==> src/rtl/reduce_join_pkg.sv <==
// Shared definitions for the reduce_join stage: op encodings and the
// reduction function applied across all channel heads.
package reduce_join_pkg;

  localparam logic [1:0] OP_XOR = 2'd0;
  localparam logic [1:0] OP_AND = 2'd1;
  localparam logic [1:0] OP_OR  = 2'd2;
  localparam logic [1:0] OP_ADD = 2'd3;

  // Operands are zero-extended into a fixed-size array so one function serves
  // every WIDTH/NUM_IN; bitwise ops and modular ADD are unaffected by truncation.
  localparam int MAX_IN    = 8;
  localparam int MAX_WIDTH = 64;

  typedef logic [MAX_IN-1:0][MAX_WIDTH-1:0] operand_array_t;

  function automatic logic [MAX_WIDTH-1:0] reduce_ops(input logic [1:0] op,
                                                      input operand_array_t ops,
                                                      input int num);
    logic [MAX_WIDTH-1:0] acc;
    acc = ops[0];
    for (int i = 1; i < MAX_IN; i++) begin
      if (i < num) begin
        case (op)
          OP_XOR:  acc = acc ^ ops[i];
          OP_AND:  acc = acc & ops[i];
          OP_OR:   acc = acc | ops[i];
          default: acc = acc + ops[i];
        endcase
      end
    end
    return acc;
  endfunction

endpackage

==> src/rtl/rj_fifo.sv <==
// Per-channel synchronous FIFO; pointers carry an extra wrap bit so that
// full and empty are distinguished without a separate counter.
module rj_fifo #(
  parameter int WIDTH = 8,
  parameter int DEPTH = 2
) (
  input  logic             CLK,
  input  logic             RST_N,
  input  logic             push,
  input  logic [WIDTH-1:0] push_data,
  input  logic             pop,
  output logic             full,
  output logic             empty,
  output logic [WIDTH-1:0] head
);

  localparam int AW = $clog2(DEPTH);
  localparam logic [AW:0] PTR_ONE = (AW+1)'(1);

  logic [WIDTH-1:0] mem [DEPTH];
  logic [AW:0]      wr_ptr;
  logic [AW:0]      rd_ptr;
  logic             do_push;
  logic             do_pop;

  assign full    = (wr_ptr[AW] != rd_ptr[AW]) && (wr_ptr[AW-1:0] == rd_ptr[AW-1:0]);
  assign empty   = (wr_ptr == rd_ptr);
  assign do_push = push && !full;
  assign do_pop  = pop && !empty;
  assign head    = mem[rd_ptr[AW-1:0]];

  always_ff @(posedge CLK or negedge RST_N) begin
    if (!RST_N) begin
      wr_ptr <= '0;
      rd_ptr <= '0;
    end else begin
      if (do_push) wr_ptr <= wr_ptr + PTR_ONE;
      if (do_pop)  rd_ptr <= rd_ptr + PTR_ONE;
    end
  end

  // Storage needs no reset: entries are only read once the pointers cover them.
  always_ff @(posedge CLK) begin
    if (do_push) mem[wr_ptr[AW-1:0]] <= push_data;
  end

endmodule

==> src/rtl/reduce_join.sv <==
// N-input join: buffers one operand stream per channel and emits the reduction
// of the channel heads once every channel holds data. WIDTH<=64, NUM_IN<=8.
module reduce_join
  import reduce_join_pkg::*;
#(
  parameter int WIDTH  = 8,
  parameter int NUM_IN = 2,
  parameter int DEPTH  = 2
) (
  input  logic                    CLK,
  input  logic                    RST_N,
  input  logic [NUM_IN*WIDTH-1:0] in_data,
  input  logic [NUM_IN-1:0]       in_en,
  output logic [NUM_IN-1:0]       in_rdy,
  input  logic [1:0]              op,
  output logic [WIDTH-1:0]        y_data,
  output logic                    y_en,
  input  logic                    y_rdy,
  output logic [15:0]             y_count
);

  logic [NUM_IN-1:0]             full;
  logic [NUM_IN-1:0]             empty;
  logic [NUM_IN-1:0][WIDTH-1:0]  heads;
  operand_array_t                operands;
  logic [WIDTH-1:0]              reduced;
  logic                          fire;

  assign in_rdy = ~full;
  assign fire   = ~|empty && (!y_en || y_rdy);

  for (genvar g = 0; g < NUM_IN; g++) begin : g_chan
    rj_fifo #(.WIDTH(WIDTH), .DEPTH(DEPTH)) u_fifo (
      .CLK       (CLK),
      .RST_N     (RST_N),
      .push      (in_en[g]),
      .push_data (in_data[g*WIDTH +: WIDTH]),
      .pop       (fire),
      .full      (full[g]),
      .empty     (empty[g]),
      .head      (heads[g])
    );
  end

  always_comb begin
    operands = '0;
    for (int i = 0; i < NUM_IN; i++) operands[i][WIDTH-1:0] = heads[i];
  end

  assign reduced = WIDTH'(reduce_ops(op, operands, NUM_IN));

  // A new result may replace the held one only when it is being taken this edge.
  always_ff @(posedge CLK or negedge RST_N) begin
    if (!RST_N) begin
      y_data  <= '0;
      y_en    <= 1'b0;
      y_count <= '0;
    end else begin
      if (fire) begin
        y_data <= reduced;
        y_en   <= 1'b1;
      end else if (y_rdy) begin
        y_en   <= 1'b0;
      end
      if (y_en && y_rdy) y_count <= y_count + 16'd1;
    end
  end

endmodule

==> config.mk <==
export PLATFORM = sky130hd
export DESIGN_NAME = reduce_join
export DESIGN_NICKNAME = d
export VERILOG_FILES = /design/src/rtl/reduce_join_pkg.sv /design/src/rtl/rj_fifo.sv /design/src/rtl/reduce_join.sv
export SDC_FILE = /design/constraint.sdc
export NUM_CORES = 1
export LEC_CHECK = 0
export CAP_MARGIN = 20
export CORE_MARGIN = 2
export CORE_UTILIZATION = 35
export CTS_CLUSTER_DIAMETER = 40
export DETAILED_ROUTE_END_ITERATION = 10
export SETUP_SLACK_MARGIN = 0.3
export SLEW_MARGIN = 10
export SYNTH_ARGS = -nofsm -noshare
export SYNTH_HDL_FRONTEND = slang
export SYNTH_HIERARCHICAL = 1
export SYNTH_SLANG_ARGS = --single-unit
==> constraint.sdc <==
create_clock -name CLK -period 3.1 [get_ports CLK]
set_clock_uncertainty 0.15 [all_clocks]
set_input_delay 0.31 -clock CLK [delete_from_list [all_inputs] [get_ports CLK]]
set_output_delay 0.31 -clock CLK [all_outputs]
set_load 0.02 [all_outputs]
==> results of run 1 <==
## worst max-delay path, stage by stage, from the launching register on
cell and delay [ns]:
dfrtp_2 0.45, mux2_2 0.38, inv_1 0.10, ha_1 0.27
a211oi_2 0.21, o21ai_2 0.11, xor2_1 0.14, mux4_2 0.46
mux2_4 0.26
## flip-flops by register name, summed over array words and instances, names as in the netlist
| register | count |
|---|---|
| y_data | 8 |
| g_chan.u_fifo/rd_ptr | 4 |
| g_chan.u_fifo/mem | 32 |
| y_en | 1 |
| y_count | 16 |
| g_chan.u_fifo/wr_ptr | 4 |
## through the flow
| stage | instances | power (uW) |
|---|---|---|
| after global placement | 465 | 3520 |
| after detailed placement | 465 | 3570 |
| final | 483 | 4330 |
| after floorplan | 287 | 2900 |
| after global routing | 483 | 4710 |
| after CTS | 481 | 4350 |
## routing by layer
metal,vias up,global-route usage (%),wire length (um),share of wire [%]
met5,-,0,0,0
met3,9,3.86,242,3.8
met2,44,22.8,3130,49
met1,1051,17.4,2940,46
li1,1127,-,-,-
met4,0,4.47,94,1.5
## timing repair
action,4_1_cts,5_1_grt
buffers inserted,0,2
pin swaps,0,1
endpoints found under the setup margin,1,2
resized for setup,2,3
## area by class of cell
class | instances | area, sq um
Fill cell | 875 | 5020
Sequential cell | 65 | 1790
Multi-Input combinational cell | 189 | 1410
Timing Repair Buffer | 58 | 558
Tap cell | 129 | 161
Clock buffer | 12 | 135
Inverter | 26 | 97.6
Clock inverter | 4 | 67.6
## worst paths after layout
path / endpoint / start / slack (ns) / depth (start not counted)
setup / recovery: y_data[5]$_DFFE_PN0P_ / g_chan[0].u_fifo/rd_ptr[0]$_DFFE_PN0P_ / 0.44 / 8
hold / removal: y_count[13]$_DFFE_PN0P_ / RST_N / 0.22 / 2
setup reg to reg: y_data[5]$_DFFE_PN0P_ / g_chan[0].u_fifo/rd_ptr[0]$_DFFE_PN0P_ / 0.44 / 8
hold reg to reg: y_count[15]$_DFFE_PN0P_ / y_count[15]$_DFFE_PN0P_ / 0.32 / 1
max in group asynchronous: g_chan[1].u_fifo/rd_ptr[0]$_DFFE_PN0P_ / RST_N / 2.24 / 2
min in group CLK: y_count[15]$_DFFE_PN0P_ / y_count[15]$_DFFE_PN0P_ / 0.32 / 1
## Yosys cell counts, drive strengths merged
library cell  count
dfrtp            33
edfxtp           32
inv              26
nand2            25
mux2             24
nor2             20
o21ai            20
ha               17
xnor2            12
xor2             11
a21oi            10
buf               5
nand3             5
a211oi            4
and3              4
mux2i             4
nand2b            4
nor3              4
a21o              3
a31oi             3
nand4             3
nor3b             3
o22ai             3
clkbuf            2
mux4              2
o211ai            2
a21boi            1
and2              1
and4              1
fa                1
nor2b             1
o221ai            1
## kinds of logic (layout without fill, tap and decap cells)
family | after synthesis | in the layout | share of synthesized area [%]
AO/OA/AOI/OAI | 47 | 47 | 8.63
multiplexers | 30 | 30 | 10.8
AND/OR/NAND/NOR | 71 | 71 | 9.83
buffers and inverters | 33 | 100 | 3.88
adder cells (fa/ha/maj) | 18 | 18 | 7.01
flip-flops | 65 | 65 | 53.8
XOR/XNOR | 23 | 23 | 6.06
## power breakdown
group | switching (uW) | internal, uW | leakage [uW]
Combinational | 1170 | 1000 | 0.000947
Clock | 299 | 449 | 0.0000997
Sequential | 202 | 1200 | 0.000707
==> qor.yml, run 1 <==
clkSlewWorstSetupHoldPaths_ns: 0.07
num_rows: 35
critPathArrivalTime_ns: 2.72
maxCapViolCount: 0
grt-ovfl-total: 0
track_usage_pct: 13.8
timing.fmax_mhz: 376
dpl.hpwl_mm: 4.76
dr.first_iter.drc_count: 72
drv_slew: 0
end_kind: "flop"
setup_tns_ns: 0
clock-sinks: 65
diodes: 0
yosys_warnings: 6
setup_viol: 0
io_pins: 50
placed_cell_area_sq_um: 4000
first_global_vias: 2237
ant_nets: 0
layout_common_cells: "clkdlybuf4s50_1 (49), edfxtp_1 (32), dfrtp_1 (31)"
critPathRequiredTime_ns: 3.17
routed_via_density: 4.62
cts_buffers: 9
slew_headroom_pct: 47.7
clk_latency_ns: 0.34
wirelength_mm: 6.41
place_ws_ns: 0.272
crit_type: "reg -> reg"
numPortBuffers: 49
cp_max_fo: 7
cellPowerDensity_nw_per_um2: 1030
synth_seq_cells: 65
cts-root-buf: "clkbuf_8"
drive_gt1_share_pct: 15.3
start_util_pct: 36.0
avgSynthCellArea_sq_um: 11.6
postLayoutCoreUtil_pct: 45.7
syn-num-nets: 328
status: "complete, no violations"
rsz0062_at_grt: "no"
post-route-min-period_ns: 2.66
synth.area.top_cells: "edfxtp_1 (29%), dfrtp_1 (25%), mux2_2 (7.1%), ha_1 (6.4%), xnor2_1 (3.2%)"
h-tree-depth: 3
cts_tree: "built"
wl_per_cell_um: 13.3
netlist-cell-type-count: 38
syn_inst: 287
antenna_found_initial: 0
min_period_over_period_pct: 85.7
grt_pass1_wl_mm: 10.9
setup_ws_ns: 0.442
synth_top_area_share_pct: 28.9
syn_to_final_growth_pct: 27.1
hold_viol: 0
cts-root-to-sink-buffers: 2
core-area_sq_um: 9240
hp-class: "in -> async"
mostFrequentLayoutCell: "clkdlybuf4s50_1"
die_x_um: 101
fp.dieH_um: 101
dieArea_sq_um: 10300
fin_worst_hold_slack_ns: 0.223
syn_area_sq_um: 3320
tightest_slew_ns: 0.782
cts_hold_buf: 0
grt_max_degree: 34
drc: 0
start_kind: "flop"
seq_area_frac_synth_pct: 53.8
ir_drop_mv: 0.324
vias: 2231
gp_congestion: 0.795
p_leak_uw: 0.00175
stdcell_area_sq_um: 4220
first_pass_iters: 4
yosysTopAreaCell: "edfxtp_1"
final_nets: 390
No activity file was read; power rests on OpenSTA's default activity.
==> run 2: changes to the inputs <==
--- a/config.mk
+++ b/config.mk
@@ -5,7 +5,6 @@
 export SDC_FILE = /design/constraint.sdc
 export NUM_CORES = 1
 export LEC_CHECK = 0
-export CAP_MARGIN = 20
 export CORE_MARGIN = 2
 export CORE_UTILIZATION = 35
 export CTS_CLUSTER_DIAMETER = 40
==> constraint.sdc (replaced) <==
create_clock -name CLK -period 2.7 [get_ports CLK]
set_clock_uncertainty 0.15 [all_clocks]
set_input_delay 0.27 -clock CLK [delete_from_list [all_inputs] [get_ports CLK]]
set_output_delay 0.27 -clock CLK [all_outputs]
set_load 0.02 [all_outputs]
==> run 2 against run 1 <==
Register-to-register slack got worse by 0.35 ns. Worst setup slack got worse by 0.35 ns. Fmax grew 2.0%. Flip-flop and latch count unchanged. Combinational power rose by 30%. Total power rose by 22%. Sequential share of layout area fell by 1.8 points. Sequential power grew 12%. Clock-buffer cell count decreased by 1. First-iteration DRC count decreased by 8.3%. Highest routed layer unchanged.
==> qor.yml, run 2 (same netlist as run 1, synthesis figures left out) <==
critPathArrivalTime_ns: 2.67  # -0.05 ns
clk_latency_ns: 0.34  # about the same
first_global_vias: 2151  # -3.8%
clock-sinks: 65  # unchanged
hold_viol: 0  # unchanged
nFillCells: 853  # -2.5%
wl_per_cell_um: 13.0  # -1.8%
dr.first_iter.drc_count: 66  # -8.3%
p_leak_uw: 0.00182  # +3.8%
rsz0062_at_grt: "yes"
endpoint: "y_data[5]$_DFFE_PN0P_"
io_pins: 50  # unchanged
vias: 2260  # +1.3%
end_kind: "flop"
r2r_start: "g_chan[0].u_fifo/rd_ptr[0]$_DFFE_PN0P_"
multi_input_area_sq_um: 1510  # +7.1%
dieArea_sq_um: 10300  # unchanged
routed_via_density: 4.60  # -0.35%
clkSlewWorstSetupHoldPaths_ns: 0.08  # about the same
placed_cell_area_sq_um: 4110  # +2.8%
startpoint: "g_chan[0].u_fifo/rd_ptr[0]$_DFFE_PN0P_"
tightest_slew_ns: 0.726  # -0.0564 ns
fp.dieH_um: 101  # unchanged
r2r_cells: 9  # +1
grt-ovfl-total: 0  # unchanged
h-tree-depth: 3  # unchanged
postLayoutCoreUtil_pct: 47.7  # +2.0 points
cts-root-buf: "clkbuf_8"
crit_type: "reg -> reg"
drv_slew: 0  # unchanged
stdcell_area_sq_um: 4400  # +4.3%
timing.fmax_mhz: 384  # +2.0%
diodes: 0  # unchanged
mostFrequentLayoutCell: "clkdlybuf4s50_1"
critPathRequiredTime_ns: 2.76  # -0.41 ns
setup_tns_ns: 0  # unchanged
start_util_pct: 36.0  # unchanged
start_kind: "flop"
hp-class: "in -> async"
cts_tree: "built"
antenna_found_initial: 0  # unchanged
cellPowerDensity_nw_per_um2: 1200  # +17%
ir_drop_mv: 0.435  # +34%
dpl.hpwl_mm: 4.76  # about the same
seqCellArea_sq_um: 1790  # about the same
setup_viol: 0  # unchanged
gp_congestion: 0.816  # +2.7%
cts_buffers: 9  # unchanged
drc: 0  # unchanged
maxCapViolCount: 0  # unchanged
drive_gt1_share_pct: 22.1  # +6.8 points
layout_common_cells: "clkdlybuf4s50_1 (48), edfxtp_1 (32), dfrtp_1 (32)"
final_nets: 398  # +2.1%
syn_to_final_growth_pct: 32.6
cts-root-to-sink-buffers: 2  # unchanged
cp_max_fo: 5  # -2
post-route-min-period_ns: 2.61  # -0.0513 ns
grt_pass1_wl_mm: 10.6  # -2.3%
wirelength_mm: 6.39  # -0.22%
r2r-end: "y_data[5]$_DFFE_PN0P_"
grt_max_degree: 34  # unchanged
track_usage_pct: 13.3  # -0.40 points
status: "complete, no violations"
die_x_um: 101  # unchanged
min_period_over_period_pct: 96.5  # +11 points
r2r_slack_ns: 0.09  # -0.35 ns
first_pass_iters: 4  # unchanged
slew_headroom_pct: 51.4  # +3.8 points
numPortBuffers: 49  # unchanged
core-area_sq_um: 9240  # unchanged
largest_register_ffs: 32  # unchanged
num_rows: 35  # unchanged
ant_nets: 0  # unchanged
## run 2: cell types whose count changed in the layout (fill, tap and decap cells not counted), moves of 2 or more
cell / change
clkinv_1: -2
buf_6: +3
ha_1: -5
mux2_2: -5
mux2_4: +5
ha_4: +4
buf_4: +5
clkinvlp_4: +2
inv_1: -5
inv_2: +5
## run 2: repair_timing
action,CTS,global route
hold buffers,0,0
hold endpoints to repair,0,0
setup buffers,3,0
pin swaps,5,2
gates cloned,0,0
setup endpoints to repair,8,7
resized for setup,13,4
## run 2: worst min-delay path by stage
stage                     slack, ns  cells past startpoint                    start                                endpoint
after CTS                      0.19                      2                    RST_N                   y_data[0]$_DFFE_PN0P_
after global routing           0.22                      2                    RST_N                   y_data[0]$_DFFE_PN0P_
after detailed placement       0.31                      1  y_count[15]$_DFFE_PN0P_                 y_count[15]$_DFFE_PN0P_
after global placement         0.31                      1  y_count[15]$_DFFE_PN0P_                 y_count[15]$_DFFE_PN0P_
after floorplan               -0.18                      0                    RST_N  g_chan[0].u_fifo/rd_ptr[0]$_DFFE_PN0P_
final                          0.19                      2                    RST_N                   y_data[0]$_DFFE_PN0P_
## run 2: metrics by stage
step | hold WS (ns) | instances | setup WS (ns) | power, uW
floorplan | -0.176 | 287 | 0.146 | 3450
global placement | 0.307 | 472 | 0.103 | 4240
detailed placement | 0.309 | 472 | 0.0470 | 4310
CTS | 0.190 | 491 | 0.112 | 5350
global route | 0.221 | 491 | 0.0265 | 5730
finish | 0.191 | 491 | 0.0935 | 5290
## run 2: area by class of cell
type / instances / area share (%)
flip-flops and latches: 65 / 40.6
inverters: 26 / 2.22
clock buffers: 11 / 2.98
well taps: 129 / 3.66
clock inverters: 5 / 1.82
multi-input cells: 189 / 34.4
repair buffers: 66 / 14.3
## run 2: report_power, final
part           leakage (uW)  switching, uW  internal [uW]  total, uW
combinational       0.00101           1480           1360       2840
clock             0.0000995            355            519        874
sequential         0.000708            204           1380       1580
total               0.00182           2040           3260       5290
## run 2: routing by layer
layer | share of wire, % | vias up | track usage, %
li1 | - | 1140 | -
met1 | 47 | 1067 | 17.5
met2 | 49 | 44 | 21.8
met3 | 3.4 | 9 | 3.24
met4 | 1.1 | 0 | 4.47
met5 | 0 | - | 0
## run 2: critical path: stages (launching register included)
cell,delay (ns)
dfrtp_2,0.46
buf_6,0.13
mux2_4,0.30
inv_2,0.07
ha_4,0.20
o211ai_1,0.21
o21ai_2,0.10
xor2_1,0.14
mux4_2,0.46
mux2_4,0.26
==> run 3: changes to the inputs <==
--- a/config.mk
+++ b/config.mk
@@ -9,6 +9,8 @@
 export CORE_UTILIZATION = 35
 export CTS_CLUSTER_DIAMETER = 40
 export DETAILED_ROUTE_END_ITERATION = 10
+export HOLD_SLACK_MARGIN = 0.02
+export MAX_ROUTING_LAYER = met4
 export SETUP_SLACK_MARGIN = 0.3
 export SLEW_MARGIN = 10
 export SYNTH_ARGS = -nofsm -noshare
==> run 3 against run 2 <==
Clock power is essentially flat. Critical path depth unchanged. Final area stayed put. Register-to-register slack about the same. Combinational power hardly changed. Non-clock buffer count is the same. Die area unchanged. Wire length up 0.19%.
==> qor.yml, run 3 (same netlist as run 1, synthesis figures left out) <==
status: "complete, no violations"
cp_max_fo: 5  # unchanged
hold_viol: 0  # unchanged
post-route-min-period_ns: 2.61  # +0.000444 ns
final_nets: 398  # unchanged
dr.first_iter.drc_count: 58  # -12%
end_kind: "flop"
startpoint: "g_chan[0].u_fifo/rd_ptr[0]$_DFFE_PN0P_"
r2r_start: "g_chan[0].u_fifo/rd_ptr[0]$_DFFE_PN0P_"
crit_chain: "buf_6, mux2_4, inv_2, ha_4, o211ai_1, o21ai_2, xor2_1, mux4_2, mux2_4"
cts-root-to-sink-buffers: 2  # unchanged
crit_top_cell: "mux2_4"
power_frac_seq_pct: 29.9  # about the same
p_clk_share_pct: 16.5  # about the same
grt-ovfl-total: 0  # unchanged
critPathArrivalTime_ns: 2.67  # about the same
first_pass_iters: 4  # unchanged
min_period_over_period_pct: 96.6  # about the same
crit_type: "reg -> reg"
clkSlewWorstSetupHoldPaths_ns: 0.08  # about the same
fp.dieH_um: 101  # unchanged
p_int_uw: 3260  # about the same
tightest_slew_ns: 0.726  # -0.000000417 ns
wl_per_cell_um: 13.0  # +0.19%
fin_worst_hold_slack_ns: 0.195  # +0.00407 ns
p_comb_share_pct: 53.6  # about the same
cts_buffers: 9  # unchanged
largest_register_ffs: 32  # unchanged
crit_path_max_incr_delay_ns: 0.46  # about the same
setup_tns_ns: 0  # unchanged
power.total_uw: 5300  # about the same
critPathRequiredTime_ns: 2.76  # about the same
switching_share_pct: 38.5  # about the same
seqCellArea_sq_um: 1790  # unchanged
first_global_vias: 2150  # -0.046%
setup_viol: 0  # unchanged
cellPowerDensity_nw_per_um2: 1200  # about the same
maxCapViolCount: 0  # unchanged
drc: 0  # unchanged
ir_drop_mv: 0.435  # about the same
die_x_um: 101  # unchanged
numPortBuffers: 49  # unchanged
drive_gt1_share_pct: 22.1  # unchanged
multi_input_area_sq_um: 1510  # unchanged
drv_slew: 0  # unchanged
vias: 2258  # -0.088%
power.switching_uw: 2040  # about the same
grt_pass1_wl_mm: 10.7  # +0.20%
diodes: 0  # unchanged
gp_congestion: 0.828  # +1.5%
cts-root-buf: "clkbuf_8"
core-area_sq_um: 9240  # unchanged
nFillCells: 853  # unchanged
grt_max_degree: 34  # unchanged
wirelength_mm: 6.41  # +0.19%
cp_top_family: "multiplexers"
start_util_pct: 36.0  # unchanged
cts_hold_buf: 0  # unchanged
layout_common_cells: "clkdlybuf4s50_1 (48), edfxtp_1 (32), dfrtp_1 (32)"
num_rows: 35  # unchanged
io_pins: 50  # unchanged
crit_slowest_cell: "dfrtp_2"
clk_latency_ns: 0.34  # about the same
cp_num_buf_inv: 2  # unchanged
h-tree-depth: 3  # unchanged
syn_to_final_growth_pct: 32.6  # unchanged
rsz0062_at_grt: "yes"
slew_headroom_pct: 51.4  # unchanged
cts_tree: "built"
ant_nets: 0  # unchanged
mostFrequentLayoutCell: "clkdlybuf4s50_1"
dieArea_sq_um: 10300  # unchanged
track_usage_pct: 13.8  # +0.43 points
timing.fmax_mhz: 384  # about the same
start_kind: "flop"
routed_via_density: 4.60  # about the same
clock-sinks: 65  # unchanged
dpl.hpwl_mm: 4.76  # unchanged
hp-class: "in -> async"
p_leak_uw: 0.00182  # unchanged
antenna_found_initial: 0  # unchanged
-- run 3: cell counts in the layout (fill, tap and decap cells not counted) --
Identical to the previous run, type by type.
-- run 3: power groups by stage --
stage / Clock (uW) / Combinational [uW] / Sequential (uW)
2_1_floorplan: 0 / 1740 / 1710
3_3_place_gp: 0 / 2650 / 1590
3_5_place_dp: 0 / 2700 / 1610
4_1_cts: 909 / 2850 / 1590
5_1_grt: 947 / 3160 / 1630
6_report: 874 / 2840 / 1580
-- run 3: repair_timing --
action,in CTS,in global routing
setup buffers,3,0
resized for setup,13,4
endpoints found under the setup margin,8,7
pin swaps,5,2
-- run 3: path summary, 6_finish.rpt --
check                                                               to  slack [ns]  cells after the start
worst max-delay path                             y_data[5]$_DFFE_PN0P_        0.09                      9
worst min-delay path                             y_data[0]$_DFFE_PN0P_        0.20                      2
worst max register to register                   y_data[5]$_DFFE_PN0P_        0.09                      9
worst min register to register                 y_count[15]$_DFFE_PN0P_        0.31                      1
max in group asynchronous       g_chan[0].u_fifo/rd_ptr[0]$_DFFE_PN0P_        1.88                      2
min in group CLK                               y_count[15]$_DFFE_PN0P_        0.31                      1
-- run 3: final cells by class --
type	count	share of cell area (%)
flip-flops and latches	65	40.6
multi-input cells	189	34.4
repair buffers	66	14.3
well taps	129	3.66
clock buffers	11	2.98
inverters	26	2.22
clock inverters	5	1.82
-- run 3: metal layers --
| metal | GRT usage (%) | routed length (um) | up-vias | part of all wire, % |
|---|---|---|---|---|
| met5 | - | 0 | - | 0 |
| met4 | 4.47 | 72 | 0 | 1.1 |
| met3 | 3.17 | 197 | 9 | 3.1 |
| met2 | 21.8 | 3070 | 44 | 48 |
| met1 | 17.6 | 3060 | 1065 | 48 |
| li1 | - | - | 1140 | - |
-- run 3: per-stage QoR --
step / setup slack [ns] / instances / utilization, % / instance area (sq um)
6_report: 0.0931 / 491 / 47.7 / 4400
3_3_place_gp: 0.103 / 472 / 44.4 / 4110
5_1_grt: 0.0265 / 491 / 47.7 / 4400
4_1_cts: 0.112 / 491 / 47.5 / 4390
3_5_place_dp: 0.0470 / 472 / 44.4 / 4110
2_1_floorplan: 0.146 / 287 / - / 3390
-- run 3: worst reg2reg max path: stages (launching register included) --
cell,delay (ns)
dfrtp_2,0.46
buf_6,0.13
mux2_4,0.30
inv_2,0.07
ha_4,0.20
o211ai_1,0.21
o21ai_2,0.10
xor2_1,0.14
mux4_2,0.46
mux2_4,0.26
